==> src/rtl/note_track_scroller_if.sv <==
// ---------------------------------------------------------------------------
// note_track_scroller_if
//   Read port of the external synchronous chart ROM. The scroller drives the
//   strobe and address; the ROM answers with one 2-bit symbol the cycle after
//   each strobe.
// Signals
//   rd_en    chart ROM read strobe            (master -> slave)
//   rd_addr  chart ROM address, ADDR_W bits   (master -> slave)
//   rd_data  symbol, valid cycle after rd_en  (slave -> master)
// Modports
//   master   the scroller
//   slave    the chart ROM
// ---------------------------------------------------------------------------
interface note_track_scroller_if #(
  parameter int ADDR_W = 10
);
  logic              rd_en;
  logic [ADDR_W-1:0] rd_addr;
  logic [1:0]        rd_data;

  modport master (output rd_en, output rd_addr, input rd_data);
  modport slave  (input rd_en, input rd_addr, output rd_data);
endinterface

==> src/rtl/note_track_scroller.sv <==
// ---------------------------------------------------------------------------
// note_track_scroller
//   Streams a note chart (one 2-bit symbol per ROM address) into a WIN-symbol
//   sliding window, scrolls it one symbol every SUB_STEPS sub-steps of
//   TICK_CYCLES clocks, and decodes the window to per-lane R/G/B drive.
// Ports
//   clk, rst           clock (rising edge), asynchronous active-high reset
//   start              begin a song (only looked at while idle)
//   song_base/len      first chart address and symbol count, latched on start
//   loop               restart the song instead of finishing
//   pause              freeze the scroll timing
//   abort              return to idle at once, no done pulse
//   chart              chart ROM read port (master side)
//   note_R/G/B         lane colours, bit 0 nearest the hit line
//   offset             current sub-step
//   index              chart symbol currently at window position 0
//   busy, done         busy outside IDLE, done pulses once at end of song
// ---------------------------------------------------------------------------
module note_track_scroller #(
  parameter int WIN         = 10,
  parameter int SUB_STEPS   = 7,
  parameter int TICK_CYCLES = 100000,
  parameter int ADDR_W      = 10
) (
  input  logic                         clk,
  input  logic                         rst,
  input  logic                         start,
  input  logic [ADDR_W-1:0]            song_base,
  input  logic [ADDR_W-1:0]            song_len,
  input  logic                         loop,
  input  logic                         pause,
  input  logic                         abort,
  note_track_scroller_if.master        chart,
  output logic [WIN-1:0]               note_R,
  output logic [WIN-1:0]               note_G,
  output logic [WIN-1:0]               note_B,
  output logic [$clog2(SUB_STEPS)-1:0] offset,
  output logic [ADDR_W-1:0]            index,
  output logic                         busy,
  output logic                         done
);

  localparam int OFF_W  = $clog2(SUB_STEPS);
  localparam int TICK_W = $clog2(TICK_CYCLES);
  localparam int PC_W   = $clog2(WIN + 2);
  // Wide enough that index+WIN never wraps before the song_len comparison.
  localparam int CW     = ADDR_W + $clog2(WIN + 1) + 1;

  localparam logic [TICK_W-1:0] TICK_LAST = TICK_W'(TICK_CYCLES - 1);
  localparam logic [OFF_W-1:0]  OFF_LAST  = OFF_W'(SUB_STEPS - 1);
  localparam logic [PC_W-1:0]   PC_LAST   = PC_W'(WIN + 1);

  typedef enum logic [1:0] {IDLE, PRELOAD, RUN, FINISH} state_t;

  state_t state_q, state_d;

  logic [ADDR_W-1:0]   base_q;
  logic [ADDR_W-1:0]   len_q;
  logic [TICK_W-1:0]   tick_q;
  logic [PC_W-1:0]     pcnt_q;
  logic [WIN-1:0][1:0] win_q;
  logic [1:0]          hold_q;
  logic                pf_issue_q;
  logic                pf_cap_q;
  logic                rd_issued_q;

  logic                tick_wrap;
  logic                sym_step;
  logic                song_end;
  logic [ADDR_W-1:0]   next_index;
  logic                rd_req;
  logic [CW-1:0]       rd_pos;
  logic [1:0]          cap_val;

  // Scroll timing events. A symbol step is the sub-step wrap that also wraps
  // the offset; song_end is the step that moves index onto song_len.
  // cap_val is what lands this cycle: ROM data if a read was issued last
  // cycle, otherwise a blank for positions past the end of the chart.
  always_comb begin
    tick_wrap  = (tick_q == TICK_LAST);
    sym_step   = (state_q == RUN) && !pause && tick_wrap && (offset == OFF_LAST);
    next_index = index + ADDR_W'(1);
    song_end   = sym_step && (next_index == len_q);
    cap_val    = rd_issued_q ? chart.rd_data : 2'b00;
  end

  // Read request: PRELOAD walks window positions 0..WIN (WIN being the hold
  // register), RUN issues one prefetch of position WIN after each step.
  // Positions at or beyond song_len are never read.
  always_comb begin
    rd_req = 1'b0;
    rd_pos = CW'(index) + CW'(WIN);
    if ((state_q == PRELOAD) && (pcnt_q <= PC_W'(WIN))) begin
      rd_req = 1'b1;
      rd_pos = CW'(index) + CW'(pcnt_q);
    end else if ((state_q == RUN) && pf_issue_q) begin
      rd_req = 1'b1;
    end
    chart.rd_en   = rd_req && !abort && (rd_pos < CW'(len_q));
    chart.rd_addr = chart.rd_en ? (base_q + rd_pos[ADDR_W-1:0]) : '0;
  end

  // State register.
  always_ff @(posedge clk or posedge rst) begin
    if (rst) begin
      state_q <= IDLE;
    end else begin
      state_q <= state_d;
    end
  end

  // Next-state and handshake outputs; abort overrides every other transition.
  always_comb begin
    state_d = state_q;
    busy    = (state_q != IDLE);
    done    = (state_q == FINISH);
    case (state_q)
      IDLE: begin
        if (start) begin
          state_d = (song_len == '0) ? FINISH : PRELOAD;
        end
      end
      PRELOAD: begin
        if (pcnt_q == PC_LAST) begin
          state_d = RUN;
        end
      end
      RUN: begin
        if (song_end) begin
          state_d = loop ? PRELOAD : FINISH;
        end
      end
      FINISH: begin
        state_d = IDLE;
      end
      default: begin
        state_d = IDLE;
      end
    endcase
    if (abort) begin
      state_d = IDLE;
    end
  end

  // Datapath: song latches, tick/offset/index counters, window and hold
  // register. PRELOAD captures each symbol one cycle after its read, so slot
  // k is written while pcnt_q == k+1 and the hold register at pcnt_q == WIN+1.
  // A step shifts the window toward position 0 and arms a prefetch for the
  // new tail symbol, which is captured into hold two cycles later.
  always_ff @(posedge clk or posedge rst) begin
    if (rst) begin
      base_q      <= '0;
      len_q       <= '0;
      tick_q      <= '0;
      offset      <= '0;
      index       <= '0;
      pcnt_q      <= '0;
      win_q       <= '0;
      hold_q      <= '0;
      pf_issue_q  <= 1'b0;
      pf_cap_q    <= 1'b0;
      rd_issued_q <= 1'b0;
    end else if (abort) begin
      tick_q      <= '0;
      offset      <= '0;
      index       <= '0;
      pcnt_q      <= '0;
      win_q       <= '0;
      hold_q      <= '0;
      pf_issue_q  <= 1'b0;
      pf_cap_q    <= 1'b0;
      rd_issued_q <= 1'b0;
    end else begin
      rd_issued_q <= chart.rd_en;
      pf_issue_q  <= 1'b0;
      pf_cap_q    <= pf_issue_q;
      case (state_q)
        IDLE: begin
          if (start) begin
            base_q <= song_base;
            len_q  <= song_len;
            tick_q <= '0;
            offset <= '0;
            index  <= '0;
            pcnt_q <= '0;
          end
        end
        PRELOAD: begin
          for (int k = 0; k < WIN; k++) begin
            if (pcnt_q == PC_W'(k + 1)) begin
              win_q[k] <= cap_val;
            end
          end
          if (pcnt_q == PC_LAST) begin
            hold_q <= cap_val;
            pcnt_q <= '0;
            tick_q <= '0;
            offset <= '0;
          end else begin
            pcnt_q <= pcnt_q + PC_W'(1);
          end
        end
        RUN: begin
          if (pf_cap_q) begin
            hold_q <= cap_val;
          end
          if (!pause) begin
            if (!tick_wrap) begin
              tick_q <= tick_q + TICK_W'(1);
            end else begin
              tick_q <= '0;
              if (offset != OFF_LAST) begin
                offset <= offset + OFF_W'(1);
              end else begin
                offset <= '0;
                index  <= next_index;
                win_q  <= {hold_q, win_q[WIN-1:1]};
                if (!song_end) begin
                  pf_issue_q <= 1'b1;
                end else if (loop) begin
                  index  <= '0;
                  pcnt_q <= '0;
                end else begin
                  win_q  <= '0;
                  hold_q <= '0;
                end
              end
            end
          end
        end
        default: begin
        end
      endcase
    end
  end

  // Registered colour decode: 01 red, 10 blue, 11 green, 00 dark.
  // Abort darkens the lanes on the very next cycle rather than one later.
  always_ff @(posedge clk or posedge rst) begin
    if (rst) begin
      note_R <= '0;
      note_G <= '0;
      note_B <= '0;
    end else if (abort) begin
      note_R <= '0;
      note_G <= '0;
      note_B <= '0;
    end else begin
      for (int k = 0; k < WIN; k++) begin
        note_R[k] <= (win_q[k] == 2'b01);
        note_G[k] <= (win_q[k] == 2'b11);
        note_B[k] <= (win_q[k] == 2'b10);
      end
    end
  end

endmodule
==> src/flat_wrapper.sv <==
// flat-port wrapper written by rule: the top's interface ports become plain ports
module note_track_scroller_flat 
#(
  parameter int WIN         = 10,
  parameter int SUB_STEPS   = 7,
  parameter int TICK_CYCLES = 100000,
  parameter int ADDR_W      = 10
)
  (clk, rst, start, song_base, song_len, loop, pause, abort, note_R, note_G, note_B, offset, index, busy, done, chart_rd_en, chart_rd_addr, chart_rd_data);
  note_track_scroller_if #(.ADDR_W(ADDR_W)) chart_i ();
  input  logic clk;
  input  logic rst;
  input  logic start;
  input  logic [ADDR_W-1:0] song_base;
  input  logic [ADDR_W-1:0] song_len;
  input  logic loop;
  input  logic pause;
  input  logic abort;
  output logic [WIN-1:0] note_R;
  output logic [WIN-1:0] note_G;
  output logic [WIN-1:0] note_B;
  output logic [$clog2(SUB_STEPS)-1:0] offset;
  output logic [ADDR_W-1:0] index;
  output logic busy;
  output logic done;
  output wire logic [$bits(chart_i.rd_en)-1:0] chart_rd_en;
  output wire logic [$bits(chart_i.rd_addr)-1:0] chart_rd_addr;
  input wire logic [$bits(chart_i.rd_data)-1:0] chart_rd_data;
  assign chart_rd_en = chart_i.rd_en;
  assign chart_rd_addr = chart_i.rd_addr;
  assign chart_i.rd_data = chart_rd_data;
  note_track_scroller #(.WIN(WIN), .SUB_STEPS(SUB_STEPS), .TICK_CYCLES(TICK_CYCLES), .ADDR_W(ADDR_W)) u_core (.clk(clk), .rst(rst), .start(start), .song_base(song_base), .song_len(song_len), .loop(loop), .pause(pause), .abort(abort), .chart(chart_i), .note_R(note_R), .note_G(note_G), .note_B(note_B), .offset(offset), .index(index), .busy(busy), .done(done));
endmodule
==> config.mk <==
export PLATFORM = sky130hd
export DESIGN_NAME = note_track_scroller_flat
export DESIGN_NICKNAME = d
export VERILOG_FILES = /design/src/rtl/note_track_scroller_if.sv /design/src/rtl/note_track_scroller.sv /design/src/flat_wrapper.sv
export SDC_FILE = /design/constraint.sdc
export NUM_CORES = 1
export LEC_CHECK = 0
export ABC_AREA = 0
export BUFFER_PORTS_ARGS = -buffer_cell sky130_fd_sc_hd__buf_2
export CORE_UTILIZATION = 25
export CTS_CLUSTER_SIZE = 30
export DETAILED_ROUTE_END_ITERATION = 7
export PLACE_DENSITY_LB_ADDON = 0.05
export SETUP_SLACK_MARGIN = 0.1
export SYNTH_ARGS = -nofsm -noshare
export SYNTH_HDL_FRONTEND = slang
export SYNTH_SLANG_ARGS = --single-unit
==> constraint.sdc <==
create_clock -name clk -period 7.6 [get_ports clk]
set_input_delay 1.9 -clock clk [delete_from_list [all_inputs] [get_ports clk]]
set_output_delay 1.9 -clock clk [all_outputs]
set_load 0.005 [all_outputs]
==> results of run 1 <==
## metal layers
layer	GRT usage, %	vias up	share of wire, %
li1	-	2542	-
met5	0	-	0
met2	22.18	118	46
met3	2.171	21	3.4
met4	4.846	0	1.9
met1	19.06	2489	49
## cells by family (layout without fill, tap and decap cells)
group	count (synthesis)	count (layout)
and+or+nand+nor	247	247
AOI/OAI and AO/OA	161	161
DFF	111	111
buffers and inverters	58	135
adders and majority gates	36	36
xor gates and xnor gates	33	33
muxes	26	26
## critical path, cell delays in order (launching register included)
cell,delay (ps)
dfrtp_1,440
inv_1,160
ha_1,270
nor2b_1,60
o21ai_0,310
nand2_1,290
mux2i_1,420
nand3_1,160
xnor2_1,270
ha_1,290
a21o_1,180
a211o_1,280
a2111oi_0,360
nand3_1,470
nor2_1,230
buf_2,130
## area by class of cell
cell class	instances	area [sq um]	share of cell area [%]
Tap cell	330	412.9	5.533
Clock buffer	9	225.2	3.018
Sequential cell	111	2778	37.22
Clock inverter	7	93.84	1.258
Inverter	31	118.9	1.593
Multi-Input combinational cell	503	3381	45.31
Timing Repair Buffer	88	452.9	6.070
## final timing paths
path	depth (start not counted)	end	slack, ps
worst max-delay path	15	chart_rd_addr[8]	1010
worst min-delay path	1	u_core.note_R[0]	490
worst max register to register	14	u_core.rd_issued_q	3310
worst min register to register	1	u_core.note_R[0]	490
max in group asynchronous	3	u_core.len_q[1]	4720
min in group asynchronous	2	u_core.note_G[9]	1670
## through the flow
stage,util [%],hold WS (ps)
finish,29.63,489.8
global route,29.63,520.5
CTS,29.63,486.0
detailed placement,28.37,483.7
global placement,28.37,471.6
floorplan,-,438.2
## layout by cell type (no fill, tap or decap), drive strengths merged, types with 15 or more instances in the layout
cell type,instances
inv,34
nor2,55
dfrtp,111
nand2,66
buf,88
mux2,22
nand3,20
o21ai,54
xor2,17
a21oi,51
nor3b,21
ha,34
xnor2,15
## power by group
group	switching, mW	internal [mW]	leakage [nW]	total (mW)
clock	0.266	0.240	0.154	0.505
combinational	0.456	0.321	1.89	0.777
sequential	0.112	0.705	1.49	0.818
## registers in the layout, summed over array words and instances (netlist names)
signal	flops
u_core.base_q	10
u_core.rd_issued_q	1
u_core.pcnt_q	4
u_core.state_q	2
u_core.note_R	10
u_core.note_G	10
u_core.tick_q	17
u_core.win_q	20
u_core.pf_cap_q	1
u_core.len_q	10
u_core.note_B	10
u_core.hold_q	2
u_core.pf_issue_q	1
u_core.offset	3
u_core.index	10
==> reports/metrics.yaml, run 1 <==
rr_startpoint: "u_core.pcnt_q[0]"
first_pass_iters: 4
ys.flop_type: "dfrtp_1"
antenna_left: 0
final_nets: 808
cap_violations: 0
hold_path.class: "reg2reg"
cp-start-kind: "register"
pwr_density_cell_nw_per_um2: 281.4
vias: 5170
synthMuxAreaShare_pct: 4.490
synth-xor-area-share_pct: 4.724
start_util_pct: 25.45
core_area_sq_um: 25180
postCtsHoldBufs: 0
power.total_mw: 2.100
fp.dieH_microns: 162.1
die_area_sq_um: 26280
synth_top_family_by_area: "simple AND/OR/NAND/NOR gates"
critPathMaxFanout: 12
status: "finished, final reports clean"
synth_fa_ha_area_share_pct: 7.261
avgSynthCellArea_sq_um: 9.539
area_growth_pct: 16.42
async_reset_ff_share_pct: 100.0
antennaDiodeCount: 0
ys_top_cells_by_count: "111 x dfrtp_1, 66 x nand2_1, 55 x nor2_1"
synth_compound_area_share_pct: 15.67
synth_top_area_cell: "dfrtp_1"
ys.warnings.count: 0
netlist_area_sq_um: 6410
path_clk_slew_ps: 90
worst_slew_pin_slew_ps: 983.8
ios: 84
ys_seq_area_share_pct: 43.33
htreeDepth: 3
netlist_instances: 672
gp_congestion: 0.7940
synth-edff-count: 0
slew_viol_final: 0
hold_violations: 0
crit_path_start: "u_core.pcnt_q[0]"
finalSetupViolCount: 0
syn_nets: 736
synth_seq_cells: 111
maxClockFrequency_mhz: 151.8
routed_wl_microns: 17520
final_area_sq_um: 7462
netlist_top_cells_area: "dfrtp_1 43%, ha_1 6.6%, o21ai_0 4.1%"
root_buffer: "clkbuf_16"
drcViolationCount: 0
grt-ovfl-total: 0
end_kind: "primary output"
detailed_place_hpwl_microns: 12890
clk_latency_ps: 360
via_per_inst: 4.791
clk_path_buf_depth: 2
cp_data_required_time_ps: 5700
min-delay-start: "u_core.win_q[1]"
grt_pass1_vias: 5140
grtUsageTotal_pct: 13.92
grt_max_degree: 60
grt_antenna_before_repair: 0
placed_cells: 1063
cts_tree: "built"
yosysMostFrequentCell: "dfrtp_1"
rows: 58
stdcell_count: 1079
synth_top_area_share_pct: 43.33
detail_route.wl_per_cell_microns: 16.24
synthDistinctLibCells: 64
layout-drive-gt1-share_pct: 18.69
criticalPathCategory: "reg2out"
grt_pass1_wl_microns: 28390
cts_sinks: 111
worst_slack_ps: 1011
drtIter0Drc: 280
skew_ps: 12.76
post_cts_resized: 0
synthSimpleGateAreaFrac_pct: 20.59
rsz0062_at_grt: "no"
cp_data_arrival_time_ps: 4690
leakage_nw: 3.534
setup_tns_ps: 0
fillers: 2657
fin_crit_sh_pct: 86.70
period_minus_slack_ps: 6589
cts_made_buffers: 9
slew_headroom_pct: 34.26
post-place-ws_ps: 1427
io_buffer_count: 83
post-cts-setup-buffer-count: 0
dpl_cell_area_sq_um: 7143
peakVddDrop_mv: 0.1041
die_w_microns: 162.1
Note: power is estimated with default switching activity, not from simulation.
==> run 2: changes to the inputs <==
Clock period 7.6 ns to 5.62 ns, I/O delays scaled along.
==> run 2 against run 1 <==
  * Critical path type unchanged
  * Sequential share of layout area is 0.77 points lower
  * Register-to-register slack worse by 1200 ps
  * Cell count is 1.0% higher
  * Critical path depth is 1 higher
  * Routed wire length is 1.9% higher
  * First-iteration DRC count is 1.4% lower
  * Via count is 0.95% higher
  * Sequential power is 34% higher
  * Clock power is 31% higher
  * Global-route usage is 0.24 points higher
  * Combinational power is 40% higher
  * Power is 36% higher
==> reports/metrics.yaml, run 2 (synthesized netlist as in run 1, its figures left out) <==
start_util_pct: 25.45
dpl_cell_area_sq_um: 7211
root_buffer: "clkbuf_16"
wl_met3_microns: 603
cp_num_buf_inv: 3
cts_sinks: 111
die_w_microns: 162.1
final_common_cell: "dfrtp_1"
largest_register_ff_count: 20
core_area_sq_um: 25180
grt_pass1_wl_microns: 28710
cp_data_arrival_time_ps: 3940
detailed_place_hpwl_microns: 13080
worstPathCellList: "inv_2, ha_2, nor2b_1, o21ai_2, nand2_4, mux2i_4, nand3_1, xnor2_2, ha_1, a21o_1, a211o_1, a2111oi_2, nand3_1, buf_4, nor2_1, buf_2"
first_pass_iters: 4
critical-path-top-delay-family: "compound AO/OA/AOI/OAI gates"
slowest_delay_ps: 450
htreeDepth: 3
io_buffer_count: 83
slew_headroom_pct: 33.48
grt_antenna_before_repair: 0
cap_violations: 0
detail_route.wl_per_cell_microns: 16.38
via_per_inst: 4.788
path_clk_slew_ps: 90
postCtsHoldBufs: 0
ios: 84
skew_ps: 7.942
leakage_nw: 3.616
largest-register: "u_core.win_q"
fp.dieH_microns: 162.1
drtIter0Drc: 276
cp_slowest_cell: "dfrtp_2"
r2r_setup_slack_ps: 2090
drcViolationCount: 0
met1_length_microns: 8460
hold_violations: 0
clk_latency_ps: 360
antennaDiodeCount: 0
grt_pass1_vias: 5215
antenna_left: 0
peakVddDrop_mv: 0.1419
rsz0062_at_grt: "yes"
period_minus_slack_ps: 5348
end_kind: "primary output"
routed_wl_microns: 17860
routed.top_layer: "met4"
rows: 58
pwr_density_cell_nw_per_um2: 375.1
cp_data_required_time_ps: 4220
gp_congestion: 0.8080
setup_tns_ps: 0
criticalPathCategory: "reg2out"
wl_met2_microns: 8589
hold_ws_ps: 475.1
cts_tree: "built"
area_growth_pct: 18.97
cp-start-kind: "register"
die_area_sq_um: 26280
crit_top_cell: "nand3_1"
worst_slew_pin_slew_ps: 997.8
vias: 5219
final_cell_mix: "109 x dfrtp_1, 83 x buf_2, 65 x nand2_1"
finalSetupViolCount: 0
fillers: 2629
final_area_sq_um: 7626
critPathMaxFanout: 12
clk_path_buf_depth: 2
final_nets: 819
top_regs: "u_core.win_q: 20 flops, u_core.tick_q: 17 flops"
slew_viol_final: 0
layout-drive-gt1-share_pct: 22.24
grt-ovfl-total: 0
fin_crit_sh_pct: 95.16
hold_path.class: "reg2reg"
cts_made_buffers: 9
status: "finished, final reports clean"
maxClockFrequency_mhz: 187.0
grt_max_degree: 76
grtUsageTotal_pct: 14.16
[run 2: changes by cell type in the layout (fill, tap and decap cells not counted), moves of 2 or more]
cell / before / now
clkinv_8: 4 / 1
o21ai_0: 53 / 51
a2111oi_2: 0 / 2
dfrtp_1: 111 / 109
dfrtp_2: 0 / 2
buf_4: 5 / 15
xnor2_1: 15 / 11
a2111oi_0: 2 / 0
xnor2_2: 0 / 4
[run 2: power breakdown]
part | switching, mW | total, mW | internal, mW
clock | 0.347 | 0.663 | 0.316
combinational | 0.638 | 1.09 | 0.454
sequential | 0.151 | 1.10 | 0.954
total | 1.14 | 2.86 | 1.73
[run 2: per-stage QoR]
step / setup slack [ps] / utilization [%] / total power, mW / instances
floorplan: 800.0 / - / 1.848 / 672
global placement: 392.6 / 28.63 / 2.185 / 1072
detailed placement: 163.3 / 28.63 / 2.200 / 1072
CTS: 128.8 / 29.96 / 2.900 / 1089
global route: 6.420 / 30.28 / 3.092 / 1090
finish: 271.9 / 30.28 / 2.860 / 1090
[run 2: layout make-up]
| cell class | count | area (sq um) | share of cell area [%] |
|---|---|---|---|
| clock inverters | 7 | 72.57 | 0.9516 |
| flip-flops and latches | 111 | 2780 | 36.46 |
| inverters | 31 | 118.9 | 1.559 |
| well taps | 330 | 412.9 | 5.414 |
| multi-input cells | 504 | 3488 | 45.74 |
| clock buffers | 9 | 225.2 | 2.953 |
| repair buffers | 98 | 528.0 | 6.924 |
[run 2: per-layer routing]
metal	vias up	track usage [%]
met5	-	0
met4	0	3.731
met3	14	2.656
met2	103	23.66
met1	2548	18.66
li1	2554	-
[run 2: repair_timing]
item	4_1_cts	5_1_grt
gates resized for setup	7	19
cloned	1	0
setup endpoints to repair	11	11
setup buffers	0	1
pin swaps	1	3
[run 2: worst paths after layout]
check                                      start            endpoint  cells past startpoint
worst max-delay path            u_core.pcnt_q[0]    chart_rd_addr[6]                     16
min in group asynchronous                    rst    u_core.note_G[9]                      2
max in group asynchronous                    rst    u_core.base_q[1]                      3
worst max register to register  u_core.pcnt_q[0]  u_core.rd_issued_q                     15
worst min-delay path             u_core.win_q[0]    u_core.note_B[0]                      1
worst min register to register   u_core.win_q[0]    u_core.note_B[0]                      1
==> run 3: changes to the inputs <==
--- a/config.mk
+++ b/config.mk
@@ -12,2 +12,3 @@
 export DETAILED_ROUTE_END_ITERATION = 7
+export GPL_ROUTABILITY_DRIVEN = 1
 export PLACE_DENSITY_LB_ADDON = 0.05
==> constraint.sdc (replaced) <==
create_clock -name clk -period 5.62 [get_ports clk]
set_input_delay 0.843 -clock clk [delete_from_list [all_inputs] [get_ports clk]]
set_output_delay 0.843 -clock clk [all_outputs]
set_load 0.005 [all_outputs]
==> run 3 against run 2 <==
  * Register-to-register slack worse by 350 ps
  * Maximum frequency is 5.3% higher
  * Flip-flop and latch count unchanged
  * Highest routed layer unchanged
  * Combinational power is essentially flat
==> reports/metrics.yaml, run 3 (synthesized netlist as in run 1, its figures left out) <==
cp-start-kind: "register"
grt_pass1_vias: 5159
period_minus_slack_ps: 5078
worstPathCellList: "ha_1, fa_1, a21oi_1, nor2_1, nor2_1, mux2i_2, xnor2_1, ha_1, a21o_1, a211oi_1, a21oi_1, a2111oi_0, nand3_2, buf_4, nor2_1, buf_2"
grtUsageTotal_pct: 13.69
worst_slew_pin_slew_ps: 991.5
path_depth: 16
pwr-share-seq_pct: 39.0
hold_path.class: "reg2reg"
pwr_density_cell_nw_per_um2: 378.4
via_per_inst: 4.788
cts_made_buffers: 9
end_kind: "primary output"
grt_antenna_before_repair: 0
vias: 5190
cts_sinks: 111
detail_route.wl_per_cell_microns: 16.11
worst-r2r-cell-count: 16
critical-path-top-delay-family: "compound AO/OA/AOI/OAI gates"
combPwrFrac_pct: 37.3
clkPwrFrac_pct: 23.7
maxClockFrequency_mhz: 196.9
crit_top_cell: "nor2_1"
top_regs: "u_core.win_q: 20 flops, u_core.tick_q: 17 flops"
largest_register_ff_count: 20
fp.dieH_microns: 162.1
clk_latency_ps: 360
final_nets: 813
switching_power_mw: 1.123
setup_tns_ps: 0
status: "finished, final reports clean"
leakage_nw: 3.555
slowest_delay_ps: 550
postCtsHoldBufs: 0
gp_congestion: 0.7916
peakVddDrop_mv: 0.1324
cp_num_buf_inv: 2
drtIter0Drc: 280
intPower_mw: 1.717
cts_tree: "built"
rows: 58
cp_slowest_cell: "dfrtp_1"
grt_pass1_wl_microns: 27920
ios: 84
cp_data_arrival_time_ps: 4230
first_pass_iters: 4
detailed_place_hpwl_microns: 12990
slew_viol_final: 0
antenna_left: 0
fin_crit_sh_pct: 90.35
finalSetupViolCount: 0
stdcell_count: 1084
cp_data_required_time_ps: 4780
clk_path_buf_depth: 2
routed_wl_microns: 17470
core_area_sq_um: 25180
p_sw_share_pct: 39.54
critPathMaxFanout: 12
criticalPathCategory: "reg2out"
grt-ovfl-total: 0
final_common_cell: "dfrtp_1"
layout-drive-gt1-share_pct: 19.63
antennaDiodeCount: 0
final_cell_mix: "111 x dfrtp_1, 83 x buf_2, 65 x nand2_1"
placed_cells: 1066
hold_violations: 0
cap_violations: 0
slew_headroom_pct: 33.74
root_buffer: "clkbuf_16"
grt_max_degree: 70
die_w_microns: 162.1
rsz0062_at_grt: "no"
drcViolationCount: 0
die_area_sq_um: 26280
holdPathStages: 1
start_util_pct: 25.45
io_buffer_count: 83
skew_ps: 11.35
area_growth_pct: 17.08
largest-register: "u_core.win_q"
htreeDepth: 3
path_clk_slew_ps: 80
run 3: layout make-up:
| class | instances | area (sq um) |
|---|---|---|
| fillers | 2660 | 17680 |
| repair buffers | 93 | 490.5 |
| multi-input cells | 503 | 3393 |
| well taps | 330 | 412.9 |
| clock buffers | 9 | 225.2 |
| clock inverters | 7 | 86.33 |
| flip-flops and latches | 111 | 2778 |
| inverters | 31 | 118.9 |
run 3: worst paths after layout:
kind | end | from | slack [ps]
setup / recovery | chart_rd_addr[2] | u_core.index[0] | 540
min in group asynchronous | u_core.note_G[6] | rst | 670
hold reg to reg | u_core.note_B[0] | u_core.win_q[0] | 480
setup reg to reg | u_core.rd_issued_q | u_core.index[0] | 1740
max in group asynchronous | u_core.pcnt_q[0] | rst | 3840
hold / removal | u_core.note_B[0] | u_core.win_q[0] | 480
run 3: power by group through the flow:
stage | clock [mW] | combinational [mW] | sequential (mW)
after floorplan | 0 | 0.777 | 1.07
after global placement | 0 | 1.05 | 1.12
after detailed placement | 0 | 1.06 | 1.13
after CTS | 0.703 | 1.07 | 1.11
after global routing | 0.735 | 1.20 | 1.13
final | 0.672 | 1.06 | 1.11
run 3: per-layer routing:
layer	global-route usage [%]	routed length [microns]	vias up
met5	0	0	-
met4	5.875	462	0
met3	1.890	513	27
met2	21.97	7988	98
met1	18.38	8504	2516
li1	-	-	2549
run 3: repair_timing:
item / 4_1_cts / 5_1_grt
gates cloned: 0 / 0
setup endpoints to repair: 10 / 11
pin swaps: 0 / 1
resized for setup: 3 / 2
setup buffers: 0 / 2
run 3: stage by stage:
stage / util, % / total power, mW / worst slack (ps) / cell area [sq um] / hold slack, ps
final: 29.80 / 2.840 / 542.3 / 7505 / 484.2
after global routing: 29.80 / 3.069 / 145.0 / 7505 / 521.0
after CTS: 29.73 / 2.880 / 111.3 / 7487 / 485.1
after detailed placement: 28.46 / 2.187 / 438.7 / 7166 / 478.2
after global placement: 28.46 / 2.170 / 706.1 / 7166 / 471.8
after floorplan: - / 1.848 / 1362 / 6410 / 438.2
